<file path="src/rtl/rv_seq_core.sv">
// rv_seq_core: minimal multi-cycle RV32 subset core (LUI, AUIPC, ADDI, SW, JAL)
// with a fetch handshake, a memory-mapped UART byte port and an optional
// cycle budget. Unsupported encodings stop the core with a sticky flag.
module rv_seq_core #(
  parameter logic [31:0] RESET_PC   = 32'h0000_0000,
  parameter int          NREGS      = 32,
  parameter logic [31:0] UART_ADDR  = 32'h1000_0000,
  parameter int          MAX_CYCLES = 0
) (
  input  logic        clk,
  input  logic        rst_n,
  output logic        imem_req,
  output logic [31:0] imem_addr,
  input  logic [31:0] imem_rdata,
  input  logic        imem_valid,
  output logic        io_valid,
  output logic [7:0]  io_data,
  input  logic        io_ready,
  output logic        halted,
  output logic        illegal,
  output logic [31:0] cycle_count
);

  typedef enum logic [1:0] {
    FETCH  = 2'd0,
    EXEC   = 2'd1,
    IOWAIT = 2'd2,
    HALT   = 2'd3
  } state_e;

  localparam int          IW        = $clog2(NREGS);
  localparam logic [5:0]  NREGS_W   = 6'(NREGS);
  localparam logic [31:0] MAX_CYC_W = 32'(MAX_CYCLES);

  localparam logic [6:0] OP_LUI   = 7'b0110111;
  localparam logic [6:0] OP_AUIPC = 7'b0010111;
  localparam logic [6:0] OP_ADDI  = 7'b0010011;
  localparam logic [6:0] OP_SW    = 7'b0100011;
  localparam logic [6:0] OP_JAL   = 7'b1101111;

  state_e      state_r, next_state_s;
  logic [31:0] pc_r, next_pc_s;
  logic [31:0] instr_r;
  logic [31:0] regs_r [NREGS];
  logic        imem_req_r, io_valid_r, halted_r, illegal_r;
  logic [7:0]  io_data_r;
  logic [31:0] cycle_count_r;

  // instruction fields and immediates
  logic [6:0]  opcode_s;
  logic [4:0]  rd_s, rs1_s, rs2_s;
  logic [2:0]  funct3_s;
  logic [31:0] imm_i_s, imm_s_s, imm_u_s, imm_j_s;
  logic        rd_bad_s, rs1_bad_s, rs2_bad_s;
  logic [31:0] rs1_val_s, rs2_val_s;

  // execute-stage decode results
  logic        exec_bad_s, exec_wen_s, exec_jump_s, exec_store_s, uart_hit_s;
  logic [31:0] exec_wdata_s, sw_addr_s;

  // FSM side effects
  logic        instr_load_s, reg_we_s, illegal_set_s, io_load_s, budget_hit_s;

  assign opcode_s  = instr_r[6:0];
  assign rd_s      = instr_r[11:7];
  assign funct3_s  = instr_r[14:12];
  assign rs1_s     = instr_r[19:15];
  assign rs2_s     = instr_r[24:20];
  assign imm_i_s   = {{20{instr_r[31]}}, instr_r[31:20]};
  assign imm_s_s   = {{20{instr_r[31]}}, instr_r[31:25], instr_r[11:7]};
  assign imm_u_s   = {instr_r[31:12], 12'h000};
  assign imm_j_s   = {{11{instr_r[31]}}, instr_r[31], instr_r[19:12], instr_r[20],
                      instr_r[30:21], 1'b0};
  assign rd_bad_s  = ({1'b0, rd_s}  >= NREGS_W);
  assign rs1_bad_s = ({1'b0, rs1_s} >= NREGS_W);
  assign rs2_bad_s = ({1'b0, rs2_s} >= NREGS_W);
  assign sw_addr_s = rs1_val_s + imm_s_s;
  assign uart_hit_s = exec_store_s && (sw_addr_s == UART_ADDR);
  assign budget_hit_s = (MAX_CYC_W != 32'd0) && (cycle_count_r >= MAX_CYC_W);

  // register file read ports; x0 and out-of-range indices read as zero
  always_comb begin
    rs1_val_s = 32'h0;
    rs2_val_s = 32'h0;
    if ((rs1_s != 5'd0) && !rs1_bad_s) begin
      rs1_val_s = regs_r[rs1_s[IW-1:0]];
    end else begin
      rs1_val_s = 32'h0;
    end
    if ((rs2_s != 5'd0) && !rs2_bad_s) begin
      rs2_val_s = regs_r[rs2_s[IW-1:0]];
    end else begin
      rs2_val_s = 32'h0;
    end
  end

  // decode the latched instruction into write-back / control decisions
  always_comb begin
    exec_bad_s   = 1'b0;
    exec_wen_s   = 1'b0;
    exec_jump_s  = 1'b0;
    exec_store_s = 1'b0;
    exec_wdata_s = 32'h0;
    case (opcode_s)
      OP_LUI: begin
        exec_bad_s   = rd_bad_s;
        exec_wen_s   = 1'b1;
        exec_wdata_s = imm_u_s;
      end
      OP_AUIPC: begin
        exec_bad_s   = rd_bad_s;
        exec_wen_s   = 1'b1;
        exec_wdata_s = pc_r + imm_u_s;
      end
      OP_ADDI: begin
        exec_bad_s   = (funct3_s != 3'b000) || rd_bad_s || rs1_bad_s;
        exec_wen_s   = 1'b1;
        exec_wdata_s = rs1_val_s + imm_i_s;
      end
      OP_JAL: begin
        exec_bad_s   = rd_bad_s;
        exec_wen_s   = 1'b1;
        exec_jump_s  = 1'b1;
        exec_wdata_s = pc_r + 32'd4;
      end
      OP_SW: begin
        exec_bad_s   = (funct3_s != 3'b010) || rs1_bad_s || rs2_bad_s;
        exec_store_s = 1'b1;
      end
      default: begin
        exec_bad_s = 1'b1;
      end
    endcase
  end

  // next-state and side-effect logic of the sequencer
  always_comb begin
    next_state_s  = state_r;
    next_pc_s     = pc_r;
    instr_load_s  = 1'b0;
    reg_we_s      = 1'b0;
    illegal_set_s = 1'b0;
    io_load_s     = 1'b0;
    case (state_r)
      FETCH: begin
        // imem_req_r gates acceptance so the reset cycle never consumes a word
        if (imem_req_r && imem_valid) begin
          instr_load_s = 1'b1;
          next_state_s = EXEC;
        end else begin
          next_state_s = FETCH;
        end
      end
      EXEC: begin
        if (exec_bad_s) begin
          illegal_set_s = 1'b1;
          next_state_s  = HALT;
        end else if (uart_hit_s) begin
          // PC advances only once the byte has been taken
          io_load_s    = 1'b1;
          next_state_s = IOWAIT;
        end else begin
          reg_we_s     = exec_wen_s && (rd_s != 5'd0);
          next_pc_s    = exec_jump_s ? (pc_r + imm_j_s) : (pc_r + 32'd4);
          next_state_s = budget_hit_s ? HALT : FETCH;
        end
      end
      IOWAIT: begin
        if (io_ready) begin
          next_pc_s    = pc_r + 32'd4;
          next_state_s = budget_hit_s ? HALT : FETCH;
        end else begin
          next_state_s = IOWAIT;
        end
      end
      HALT: begin
        next_state_s = HALT;
      end
      default: begin
        next_state_s = HALT;
      end
    endcase
  end

  // sequencer state, PC and registered outputs
  always_ff @(posedge clk or negedge rst_n) begin
    if (!rst_n) begin
      state_r       <= FETCH;
      pc_r          <= RESET_PC;
      instr_r       <= 32'h0;
      imem_req_r    <= 1'b0;
      io_valid_r    <= 1'b0;
      io_data_r     <= 8'h00;
      halted_r      <= 1'b0;
      illegal_r     <= 1'b0;
      cycle_count_r <= 32'h0;
    end else begin
      state_r       <= next_state_s;
      pc_r          <= next_pc_s;
      if (instr_load_s) begin
        instr_r <= imem_rdata;
      end
      imem_req_r    <= (next_state_s == FETCH);
      io_valid_r    <= (next_state_s == IOWAIT);
      if (io_load_s) begin
        io_data_r <= rs2_val_s[7:0];
      end
      halted_r      <= (next_state_s == HALT);
      illegal_r     <= illegal_r | illegal_set_s;
      cycle_count_r <= cycle_count_r + 32'd1;
    end
  end

  // architectural register file write port
  always_ff @(posedge clk or negedge rst_n) begin
    if (!rst_n) begin
      for (int i = 0; i < NREGS; i++) begin
        regs_r[i] <= 32'h0;
      end
    end else if (reg_we_s) begin
      regs_r[rd_s[IW-1:0]] <= exec_wdata_s;
    end
  end

  assign imem_req    = imem_req_r;
  assign imem_addr   = pc_r;
  assign io_valid    = io_valid_r;
  assign io_data     = io_data_r;
  assign halted      = halted_r;
  assign illegal     = illegal_r;
  assign cycle_count = cycle_count_r;

endmodule

</file>
<file path="config.mk">
export PLATFORM = sky130hd
export DESIGN_NAME = rv_seq_core
export DESIGN_NICKNAME = d
export VERILOG_FILES = /design/src/rtl/rv_seq_core.sv
export SDC_FILE = /design/constraint.sdc
export NUM_CORES = 2
export LEC_CHECK = 0
export CORE_ASPECT_RATIO = 0.6
export CORE_MARGIN = 3
export CORE_UTILIZATION = 35
export DETAILED_ROUTE_END_ITERATION = 7
export HOLD_SLACK_MARGIN = 0.05
export SETUP_SLACK_MARGIN = 0.3
export SYNTH_ARGS = -nofsm -noshare
export SYNTH_HDL_FRONTEND = slang
export SYNTH_SLANG_ARGS = --single-unit
</file>
<file path="constraint.sdc">
create_clock -name clk -period 12.9 [get_ports clk]
set_input_delay 2.58 -clock clk [delete_from_list [all_inputs] [get_ports clk]]
set_output_delay 2.58 -clock clk [all_outputs]
set_load 0.02 [all_outputs]
</file>
# Word-level counts from Yosys, hierarchy flattened
# Index checks and enable logic that the tools add are counted.
# Widths: inputs -> output; s select.
[classes]
addsub = 6
n_mul = 0
div_mod_pow = 0
order_cmp = 4
eq_ne = 15
shifts = 0
mux = 36
bitwise_logic = 4
reduce_logical = 14
[op_table]
columns = ["op", "count"]
rows = [
  ["$bwmux 1024", 1],
  ["$bmux 32 s5", 2],
  ["$mux 32", 8],
  ["$demux 32 s5", 1],
  ["$add 32x32->32", 4],
  ["$pmux 32 s4", 1],
  ["$pmux 32 s2", 1],
  ["$add 32x1->32 const B", 1],
  ["$add 32x3->32 const B", 1],
  ["$eq 32x29->1 const B", 1],
  ["$mux 8", 3],
  ["$ge 6x6->1 const B", 3],
  ["$not 5->6", 3],
  ["$reduce_bool 5->1", 3],
  ["$eq 7x5->1 const B", 2],
  ["$eq 7x6->1 const B", 2],
  ["$mux 1", 14],
  ["$eq 2x2->1 const B", 4],
  ["$pmux 2 s4", 1],
  ["$eq 7x7->1 const B", 1],
  ["$lt 6x1->1 const B", 1],
  ["$mux 2", 3],
  ["$ne 2x2->1 const B", 3],
  ["$logic_and 1x1->1", 4],
  ["other kinds (10)", 11],
]
[totals]
regBits = 1134
latchBits = 0
ramBits = 0
romBits = 0
inputBits = 36
out_inout_bits = 76
word_cells = 120
n_memories = 0

# Logic depth before layout (Yosys ltp)
[depth]
word_depth = 12
ltp_mapped = 28
mapped_depth_nobuf = 18

# Worst setup path after synthesis
# No wires, ideal clock.
[synth_timing]
path_kind = "register -> register"
from = "register instr_r[15]"
to = "register io_data_r[6] (netlist: io_data[6])"
setup_ps = 128
t_arrival_ps = 7549
required_ps = 12772
slack_ps = 5224
stages_incl_launch_ff = 26
n_path_buf = 7
period_less_slack_ps = 7676
cell_sequence = "dfrtp_1 -> buf_6 -> clkbuf_1 -> clkbuf_1 -> clkbuf_1 -> buf_1 -> mux4_2 -> mux4_2 -> mux2i_1 -> nor2_1 -> ha_1 -> clkbuf_1 -> nand2_1 -> o21ai_0 -> a21oi_1 -> and3_1 -> or4_1 -> nor4b_1 -> o2111ai_1 -> a2111oi_0 -> nand4b_1 -> or4_4 -> or3_1 -> buf_6 -> nor2_8 -> mux2_1"
[synth_via]
elab_chain_len = 11
[synth_rtl]
columns = ["item", "line", "source"]
rows = [
  ["from (decl)", "43", "logic [31:0] instr_r;"],
  ["from (signal assigned)", "201", "instr_r <= imem_rdata;"],
  ["$not 5->6 (not written as such)", "86", "rs1_val_s = regs_r[rs1_s[IW-1:0]];"],
  ["$bmux 32 s5", "86", ""],
  ["$mux 32 (not written as such) (2 in series)", "86", ""],
  ["$mux 32 (*)", "85", "if ((rs1_s != 5'd0) && !rs1_bad_s) begin"],
  ["$add 32x32->32 (*)", "77", "assign sw_addr_s = rs1_val_s + imm_s_s;"],
  ["$eq 32x29->1 (*)", "78", "assign uart_hit_s = exec_store_s && (sw_addr_s == UART_ADDR);"],
  ["$logic_and 1x1->1 (*)", "78", ""],
  ["$mux 1 (*)", "158", "end else if (uart_hit_s) begin"],
  ["$mux 1 (*)", "155", "if (exec_bad_s) begin"],
  ["$mux 1 (*)", "144", "case (state_r)"],
  ["to (signal assigned)", "206", "io_data_r <= rs2_val_s[7:0];"],
  ["to (decl)", "46", "logic [7:0] io_data_r;"],
]
# Every way passes the cells marked *; elsewhere a longest branch is shown, timed or not. The select of a mux whose other input is x is not followed.
# A chain may end at the register's enable or synchronous reset.

# Worst setup path after layout
# Ends and elaborated chain as after synthesis.

==> impl_results.md <==
* Status: complete, no violations
* Fin crit period at 9.16 ns
* Distinct cells, synth at 95
* Post-synth ARST share at 100%
* Die Y at 322 µm
* Multi-input logic area at 28100 µm²
* GRT overflow at 0
* # DRC at 0
* Period utilisation layout at 71.0%
* Reg2Reg Depth at 19
* Buffers on Ports at 110
* Top cells by area, synth: dfrtp_1, mux4_2, o21ai_0
* Pleak at 27.5 nW
* Worst skew pair latency at 0.74 ns
* H-tree levels at 3
* Critical Path Slowest Stage Cell: dfrtp_4
* Worst setup EP type: flop
* Initial antenna violation count at 2
* Hold Fails Final Rpt at 0
* P per Cell Area at 161 nW/µm²
* Initial core utilization at 35.4%
* Crit path launch type: flop
* Num CTS Buffers at 100
* EDFF count, synth at 0
* Final Setup Violations at 0
* WHS Path Cells at 0
* Crit-path cells: buf_12 -> mux4_2 -> mux4_2 -> mux2i_1 -> nor2_1 -> ha_1 -> nand2_1 -> o21ai_0 -> a21oi_1 -> and3_1 -> or4_1 -> nor4b_1 -> o2111ai_1 -> a2111oi_0 -> nand4b_1 -> or4_4 -> or3_1 -> nor2_8 -> mux2_1
* IO Count at 112
* Hold endpoint: regs_r[1001]$_DFFE_PN0P_
* Worst endpoint required time at 13.47 ns
* Clk root buf: clkbuf_16
* Number of synthesized register bits at 1133
* Vias in the first global route at 43100
* Die area at 171000 µm²
* RSZ-0062 raised after global routing: false
* Share of the synthesized area in the top cell type at 48.7%
* Hold path start: regs_r[1001]$_DFFE_PN0P_
* Initial drt markers at 5502
* Area occupied by registers at 28400 µm²
* FP Rows at 115
* Die W at 532 µm
* Post-CTS Setup Bufs at 0
* Syn_nets at 5845
* Vias at 45500
* Count of pins over their slew limit at 0
* Placer Congestion at 1.01
* Filler cells at 16000
* Hold slack at 0.376 ns
* Vias per cell at 5.79
* Worst hold path type: reg2reg
* Sink Count at 1133
* Routed WL per cell at 25.5 µm
* Post-Synthesis Cells at 5732
* Fraction of final layout cells sized beyond drive strength 1 at 13.7%
* Worst IR Drop VDD at 0.144 mV
* Worst R2R End: io_data[6]$_DFFE_PN0P_
* Yosys top cell by area: dfrtp_1
* Setup TNS at 0 ns
* DP Cell Count at 7667
* Clock slew at reported path FFs at 0.07 ns
* Slowest stage delay, CP at 0.95 ns
* Largest net degree at the start of global routing at 189
* Drt pass-1 iters at 6
* Core Area at 165000 µm²
* Non-Filler Instances at 7855
* Register area share after synthesis at 48.7%
* Setup CP Type: reg2reg
* Relative slew slack at 16.8%
* Cts repair resizes at 0
* Area growth syn-to-layout at 11.5%
* Worst Max-Slew Pin Slew at 1.24 ns
* Fmax at 0.109 GHz
* Critical path peak fanout at 97
* CP most frequent cell: mux4_2
* Layout Nets at 5659
* Top cells by count, synth: dfrtp_1, nand2_1, o21ai_0
* Critical R2R Launch: instr_r[15]$_DFFE_PN0P_
* First-pass GRT wire length at 300000 µm
* Fin Clk Skew at 0.0582 ns
* CTS tree: yes
* Clock Path Buffers at 3
* CP top delay family: simple AND/OR/NAND/NOR gates
* Ys Warns at 0
* WL final at 200000 µm
* Ys flop type: dfrtp_1
* Synthesized area at 58200 µm²
* Maxcap violations at 0
* Syn_area_per_cell at 10.2 µm²
* DP Wirelength at 128000 µm
* Worst Path Arrival at 9.73 ns
* Fin util at 39.4%
* Worst Path Buf+Inv at 1
* Post-DRT Antenna Nets at 0
* Most common cell in the netlist: dfrtp_1
* Total global-route track usage at 23.1%
* Power, Total at 0.0105 W
* R2R setup slack at 3.74 ns
* Hold Buf Count CTS at 0
## sequential cells by signal (all words and copies together), names as in the netlist
register and flops:
io_data 8, io_valid 1, instr_r 32, halted 1, state_r 2, regs_r 1024
imem_addr 31, cycle_count 32, illegal 1, imem_req 1
## worst max path at each step
| stage | depth (start not counted) | endpoint | startpoint | slack (ns) |
|---|---|---|---|---|
| final | 19 | io_data[6]$_DFFE_PN0P_ | instr_r[15]$_DFFE_PN0P_ | 3.74 |
| after global routing | 19 | io_data[6]$_DFFE_PN0P_ | instr_r[15]$_DFFE_PN0P_ | 3.43 |
| after CTS | 19 | io_data[6]$_DFFE_PN0P_ | instr_r[15]$_DFFE_PN0P_ | 3.92 |
| after detailed placement | 19 | io_data[6]$_DFFE_PN0P_ | instr_r[15]$_DFFE_PN0P_ | 3.99 |
| after global placement | 19 | io_data[6]$_DFFE_PN0P_ | instr_r[15]$_DFFE_PN0P_ | 3.93 |
| after floorplan | 25 | io_data[6]$_DFFE_PN0P_ | instr_r[15]$_DFFE_PN0P_ | 5.22 |
## routing by layer
metal | GRT usage (%) | up-vias | wire length [µm]
li1 | - | 20100 | -
met1 | 36.9 | 23200 | 97100
met2 | 31.0 | 1963 | 79700
met3 | 6.09 | 252 | 19800
met4 | 4.60 | 0 | 3710
met5 | 0 | - | 0
## stage by stage
| step | instance area, µm² | worst slack [ns] |
|---|---|---|
| detailed placement | 61500 | 3.99 |
| global placement | 61500 | 3.93 |
| finish | 64900 | 3.74 |
| floorplan | 58200 | 5.22 |
| global route | 64900 | 3.43 |
| CTS | 64900 | 3.92 |
## area by class of cell
class | count | share of cell area [%]
well taps | 2223 | 4.28
clock inverters | 46 | 0.867
repair buffers | 231 | 3.28
multi-input cells | 4035 | 43.2
diodes | 1 | 0.00385
inverters | 45 | 0.260
clock buffers | 141 | 4.37
flip-flops and latches | 1133 | 43.7
## power breakdown
part | switching, W | internal [W]
sequential | 0.000345 | 0.00362
clock | 0.00145 | 0.00171
combinational | 0.00216 | 0.00118
## cells by family after synthesis
group	after synthesis	synth area share (%)
muxes	519	16.1
AOI/OAI and AO/OA	1574	15.2
other	1	0.00644
and+or+nand+nor	1741	12.7
adders and majority gates	77	1.68
xor gates and xnor gates	123	1.85
DFF	1133	48.7
buffers and inverters	564	3.78
## cells in the final DEF, fill, tap and decap left out, drive strengths merged, types with 43 or more instances in the layout
cell              n
a21oi           601
nand2           745
clkbuf          141
buf             122
mux2             52
mux4            326
xor2             43
xnor2            80
nor3             71
inv              49
nand3            71
clkdlybuf4s50   109
ha               75
mux2i           141
o21ai           666
nor2            638
dfrtp          1133
No activity file was read; power rests on OpenSTA's default activity.
